<file path="config.mk">
export PLATFORM = sky130hd
export DESIGN_NAME = serial_sub
export DESIGN_NICKNAME = d
export VERILOG_FILES = /design/src/rtl/arith_pkg.sv /design/src/rtl/full_sub.sv /design/src/rtl/serial_sub.sv
export SDC_FILE = /design/constraint.sdc
export NUM_CORES = 1
export LEC_CHECK = 0
export ABC_AREA = 1
export BUFFER_PORTS_ARGS = -buffer_cell sky130_fd_sc_hd__buf_2
export CAP_MARGIN = 20
export CORE_MARGIN = 8
export CORE_UTILIZATION = 48
export DETAILED_ROUTE_END_ITERATION = 16
export MAX_ROUTING_LAYER = met4
export PLACE_DENSITY = 0.71
export SYNTH_ARGS = -nofsm -noshare
export SYNTH_HDL_FRONTEND = slang
export SYNTH_SLANG_ARGS = --single-unit
</file>
<file path="constraint.sdc">
create_clock -name clk -period 1.6 [get_ports clk]
set_clock_uncertainty 0.2 [all_clocks]
set_input_delay 0.08 -clock clk [delete_from_list [all_inputs] [get_ports clk]]
set_output_delay 0.08 -clock clk [all_outputs]
set_load 0.03 [all_outputs]
</file>
<file path="src/rtl/arith_pkg.sv">
// Shared arithmetic definitions: serial-subtractor FSM states and counter sizing.
package arith_pkg;

    typedef enum logic {
        IDLE = 1'b0,
        RUN  = 1'b1
    } sub_state_t;

    // Bits needed to count 0..w inclusive.
    function automatic int unsigned cnt_width(input int unsigned w);
        return $clog2(w + 1);
    endfunction

endpackage

</file>
<file path="src/rtl/full_sub.sv">
// One-bit full subtractor built from two half-subtractor stages and an OR.
module full_sub (
    input  logic a,
    input  logic b,
    input  logic bin,
    output logic diff,
    output logic bout
);

    logic d1;
    logic b1;
    logic b2;

    // First half-subtractor: a - b
    assign d1   = a ^ b;
    assign b1   = ~a & b;

    // Second half-subtractor: (a - b) - bin
    assign diff = d1 ^ bin;
    assign b2   = ~d1 & bin;

    assign bout = b1 | b2;

endmodule

</file>
<file path="src/rtl/serial_sub.sv">
// Bit-serial unsigned subtractor: one full-subtractor cell, LSB first, WIDTH cycles per operation.
module serial_sub
    import arith_pkg::*;
#(
    parameter int unsigned WIDTH = 4
) (
    input  logic             clk,
    input  logic             rst,
    input  logic             start,
    input  logic [WIDTH-1:0] a,
    input  logic [WIDTH-1:0] b,
    input  logic             bin,
    output logic             busy,
    output logic             done,
    output logic [WIDTH-1:0] diff,
    output logic             bout
);

    localparam int unsigned CW = cnt_width(WIDTH);

    sub_state_t       state;
    sub_state_t       state_d;

    logic [WIDTH-1:0] a_sr;
    logic [WIDTH-1:0] b_sr;
    logic [WIDTH-1:0] d_sr;
    logic             br;
    logic [CW-1:0]    cnt;

    logic             cell_d;
    logic             cell_b;
    logic [WIDTH-1:0] d_next_c;
    logic             load_c;
    logic             step_c;
    logic             last_c;

    // The single arithmetic cell, fed from the operand LSBs and the borrow flop
    full_sub u_cell (
        .a    (a_sr[0]),
        .b    (b_sr[0]),
        .bin  (br),
        .diff (cell_d),
        .bout (cell_b)
    );

    // Result shift register with the new bit inserted at the MSB (works for WIDTH=1 too)
    assign d_next_c = (d_sr >> 1) | (WIDTH'(cell_d) << (WIDTH - 1));

    // Next-state and datapath control decode
    always_comb begin
        state_d = state;
        load_c  = 1'b0;
        step_c  = 1'b0;
        last_c  = 1'b0;
        case (state)
            IDLE: begin
                if (start) begin
                    load_c  = 1'b1;
                    state_d = RUN;
                end
            end
            RUN: begin
                step_c = 1'b1;
                if (cnt == CW'(WIDTH - 1)) begin
                    last_c  = 1'b1;
                    state_d = IDLE;
                end
            end
            default: state_d = IDLE;
        endcase
    end

    // State register
    always_ff @(posedge clk) begin
        if (rst) begin
            state <= IDLE;
        end else begin
            state <= state_d;
        end
    end

    // Operand/result shift registers, borrow flop, bit counter and registered outputs
    always_ff @(posedge clk) begin
        if (rst) begin
            a_sr <= '0;
            b_sr <= '0;
            d_sr <= '0;
            br   <= 1'b0;
            cnt  <= '0;
            busy <= 1'b0;
            done <= 1'b0;
            diff <= '0;
            bout <= 1'b0;
        end else begin
            done <= 1'b0;
            if (load_c) begin
                a_sr <= a;
                b_sr <= b;
                br   <= bin;
                cnt  <= '0;
                busy <= 1'b1;
            end else if (step_c) begin
                a_sr <= a_sr >> 1;
                b_sr <= b_sr >> 1;
                d_sr <= d_next_c;
                br   <= cell_b;
                cnt  <= cnt + CW'(1);
                if (last_c) begin
                    diff <= d_next_c;
                    bout <= cell_b;
                    done <= 1'b1;
                    busy <= 1'b0;
                end
            end
        end
    end

endmodule
</file>
==> results.py <==
metrics = {
    "floorplan": {
        "pin_count": 19,
        "num_rows": 16,
        "core_um2": 1980,
        "die_y_um": 61.9,
        "die_width_um": 61.9,
        "die_area_um2": 3830,
        "start_util_pct": 51.1,
    },
    "placed_design": {
        "port_buffers": 18,
        "placedInstanceArea_um2": 1090,
        "hpwl_um": 1440,
        "gp_congestion": 0.803,
    },
    "detailed_routing": {
        "dr.pass1.iters": 4,
        "vias": 852,
        "postRouteAntennaNets": 0,
        "drtIter0Drc": 13,
        "viasPerCell": 4.76,
        "wirelength_um": 2010,
        "routedWlPerCell_um": 11.2,
        "drc": 0,
    },
    "clocking": {
        "clock_latency_ps": 310,
        "postCtsResizedCells": 0,
        "numCtsBuffers": 3,
        "path_clk_slew_ps": 130,
        "clockBufferDepth": 2,
        "htreeDepth": 1,
        "hold_buffers": 10,
        "clockRootBuffer": "clkbuf_4",
        "postCtsSetupRepairBufs": 0,
        "clock-sinks": 23,
        "cts_tree": "built",
    },
    "final_layout": {
        "postLayoutCellArea_um2": 1220,
        "layout-drive-gt1-share_pct": 21.7,
        "nNetsFinal": 168,
        "layout_commonest_cell": "nand2_1",
        "num_antenna_cells": 0,
        "most-common-layout-cells": "nand2_1, dfxtp_1, buf_2",
        "syn2layout_area_growth_pct": 20.3,
    },
    "synth": {
        "yosys.area.top_type": "dfxtp_1",
        "synth_top_area_share_pct": 45.5,
        "yosys_register_bits": 23,
        "synth_cell_type_count": 19,
        "postSynthNetCount": 139,
        "syn-mean-instance-area_um2": 8.16,
        "seq_area_frac_synth_pct": 45.5,
        "yosys-top-cells-area": "dfxtp_1, nand2_1, nand3_1",
        "synth_cells": 124,
        "synth_warnings": 0,
        "syn_area_um2": 1010,
    },
    "sta": {
        "report.final.slew_viol_count": 0,
        "finalSetupViolations": 0,
        "hold_viol_final": 0,
        "slew_headroom_pct": 76.0,
        "post-route-period-util_pct": 88.4,
        "layout_min_cycle_time_ps": 1410,
        "rsz0062_at_grt": "false",
        "tightest_slew_ps": 359,
        "setup_tns_ps": 0,
        "max_freq_ghz": 0.707,
    },
    "worst_setup_path": {
        "critical-path-top-delay-family": "adder cells",
        "crit_fanout": 2,
        "cp-startpoint": "b_sr[0]",
        "crit_slowest_cell": "fa_1",
        "rr_startpoint": "b_sr[0]",
        "max_stage_delay_ps": 550,
        "arrival_ps": 1480,
        "critPathBufInv": 1,
        "cp.required_ps": 1660,
        "crit_path_cell_trace": "inv_1 -> fa_1 -> o21ai_0 -> a21oi_1",
        "end_kind": "flip-flop",
        "cp-start-kind": "flip-flop",
        "worstSetupPathType": "reg2reg",
    },
    "pwr": {
        "peakVddDrop_v": 0.000477,
        "power_density_nw_per_um2": 848,
        "p_leak_nw": 0.599,
    },
    "global_route": {
        "grt_pass1_vias": 816,
        "grt_util_met3_pct": 2.67,
        "grtUsageTotal_pct": 12.1,
        "grt-busiest-layer": "met2",
        "grt_overflow": 0,
        "grt_first_pass_wirelength_um": 3500,
        "grt_antenna_before_repair": 0,
        "grtUsageMet2_pct": 19.6,
        "grt_start_max_net_pins": 19,
        "use_met1_pct": 14.9,
    },
    "min_path": {
        "min-delay-start": "start",
        "hold_path.class": "in2reg",
    },
    "status": {
        "status": "completed",
    },
    "job": {
        "maxCapViolations": 0,
    },
}
[worst reg2reg max path: cells and delay by family (launching register included)]
kind	cells	cell delay, ps
buffers and inverters	1	60
adders and majority gates	1	550
AOI/OAI and AO/OA	2	210
DFF	1	360
[where the power goes]
group / internal, W / switching, W / total, W
Combinational: 0.0000634 / 0.0000797 / 0.000143
Sequential: 0.000598 / 0.0000178 / 0.000616
Clock: 0.0000954 / 0.000178 / 0.000273
Total: 0.000757 / 0.000276 / 0.00103
[sequential cells by signal (all words and copies together) (netlist names)]
register	flops
bout	1
diff	4
d_sr	3
b_sr	4
a_sr	4
done	1
busy	1
cnt	3
state	1
br	1
[logic make-up (layout without fill, tap and decap cells)]
| kind of cell | Yosys count | count (layout) | share of synthesized area (%) |
|---|---|---|---|
| AO/OA/AOI/OAI | 13 | 13 | 6.80 |
| XOR/XNOR | 1 | 1 | 0.865 |
| adder cells (fa/ha/maj) | 3 | 3 | 4.45 |
| buffers and inverters | 22 | 50 | 12.1 |
| flip-flops | 23 | 23 | 45.5 |
| AND/OR/NAND/NOR | 62 | 62 | 30.3 |
[routing by layer]
metal | up-vias | wire, um
li1 | 445 | -
met1 | 381 | 972
met2 | 22 | 919
met3 | 4 | 94
met4 | 0 | 19
met5 | - | 0
[synth_stat cells, drive strengths merged]
library cell,n
inv,17
nand3,20
o21ai,6
buf,5
fa,1
nand2,36
xnor2,1
nor2,5
a21oi,7
dfxtp,23
or2,1
ha,2
[through the flow]
stage	setup slack [ps]	total power [W]	hold slack, ps	std cells	utilization [%]
detailed placement	182	0.000752	83.0	165	54.9
global route	59.3	0.00108	64.8	179	61.4
global placement	222	0.000749	76.4	165	54.9
CTS	178	0.00104	38.7	179	61.4
floorplan	251	0.000730	-50.9	124	-
finish	186	0.00103	44.8	179	61.4
[cell type report]
| cell class | instances | area [um2] |
|---|---|---|
| inverters | 17 | 66.3 |
| fillers | 181 | 764 |
| repair buffers | 29 | 198 |
| well taps | 27 | 33.8 |
| clock buffers | 3 | 22.5 |
| flip-flops and latches | 23 | 460 |
| multi-input cells | 79 | 429 |
| clock inverters | 1 | 7.51 |
[path summary, 6_finish.rpt]
| kind | endpoint | slack, ps | cells past startpoint |
|---|---|---|---|
| worst min register to register | diff[0] | 270 | 2 |
| worst max register to register | d_sr[3] | 190 | 4 |
| worst max-delay path | d_sr[3] | 190 | 4 |
| worst min-delay path | state | 40 | 3 |
Note: power is estimated with default switching activity, not from simulation.
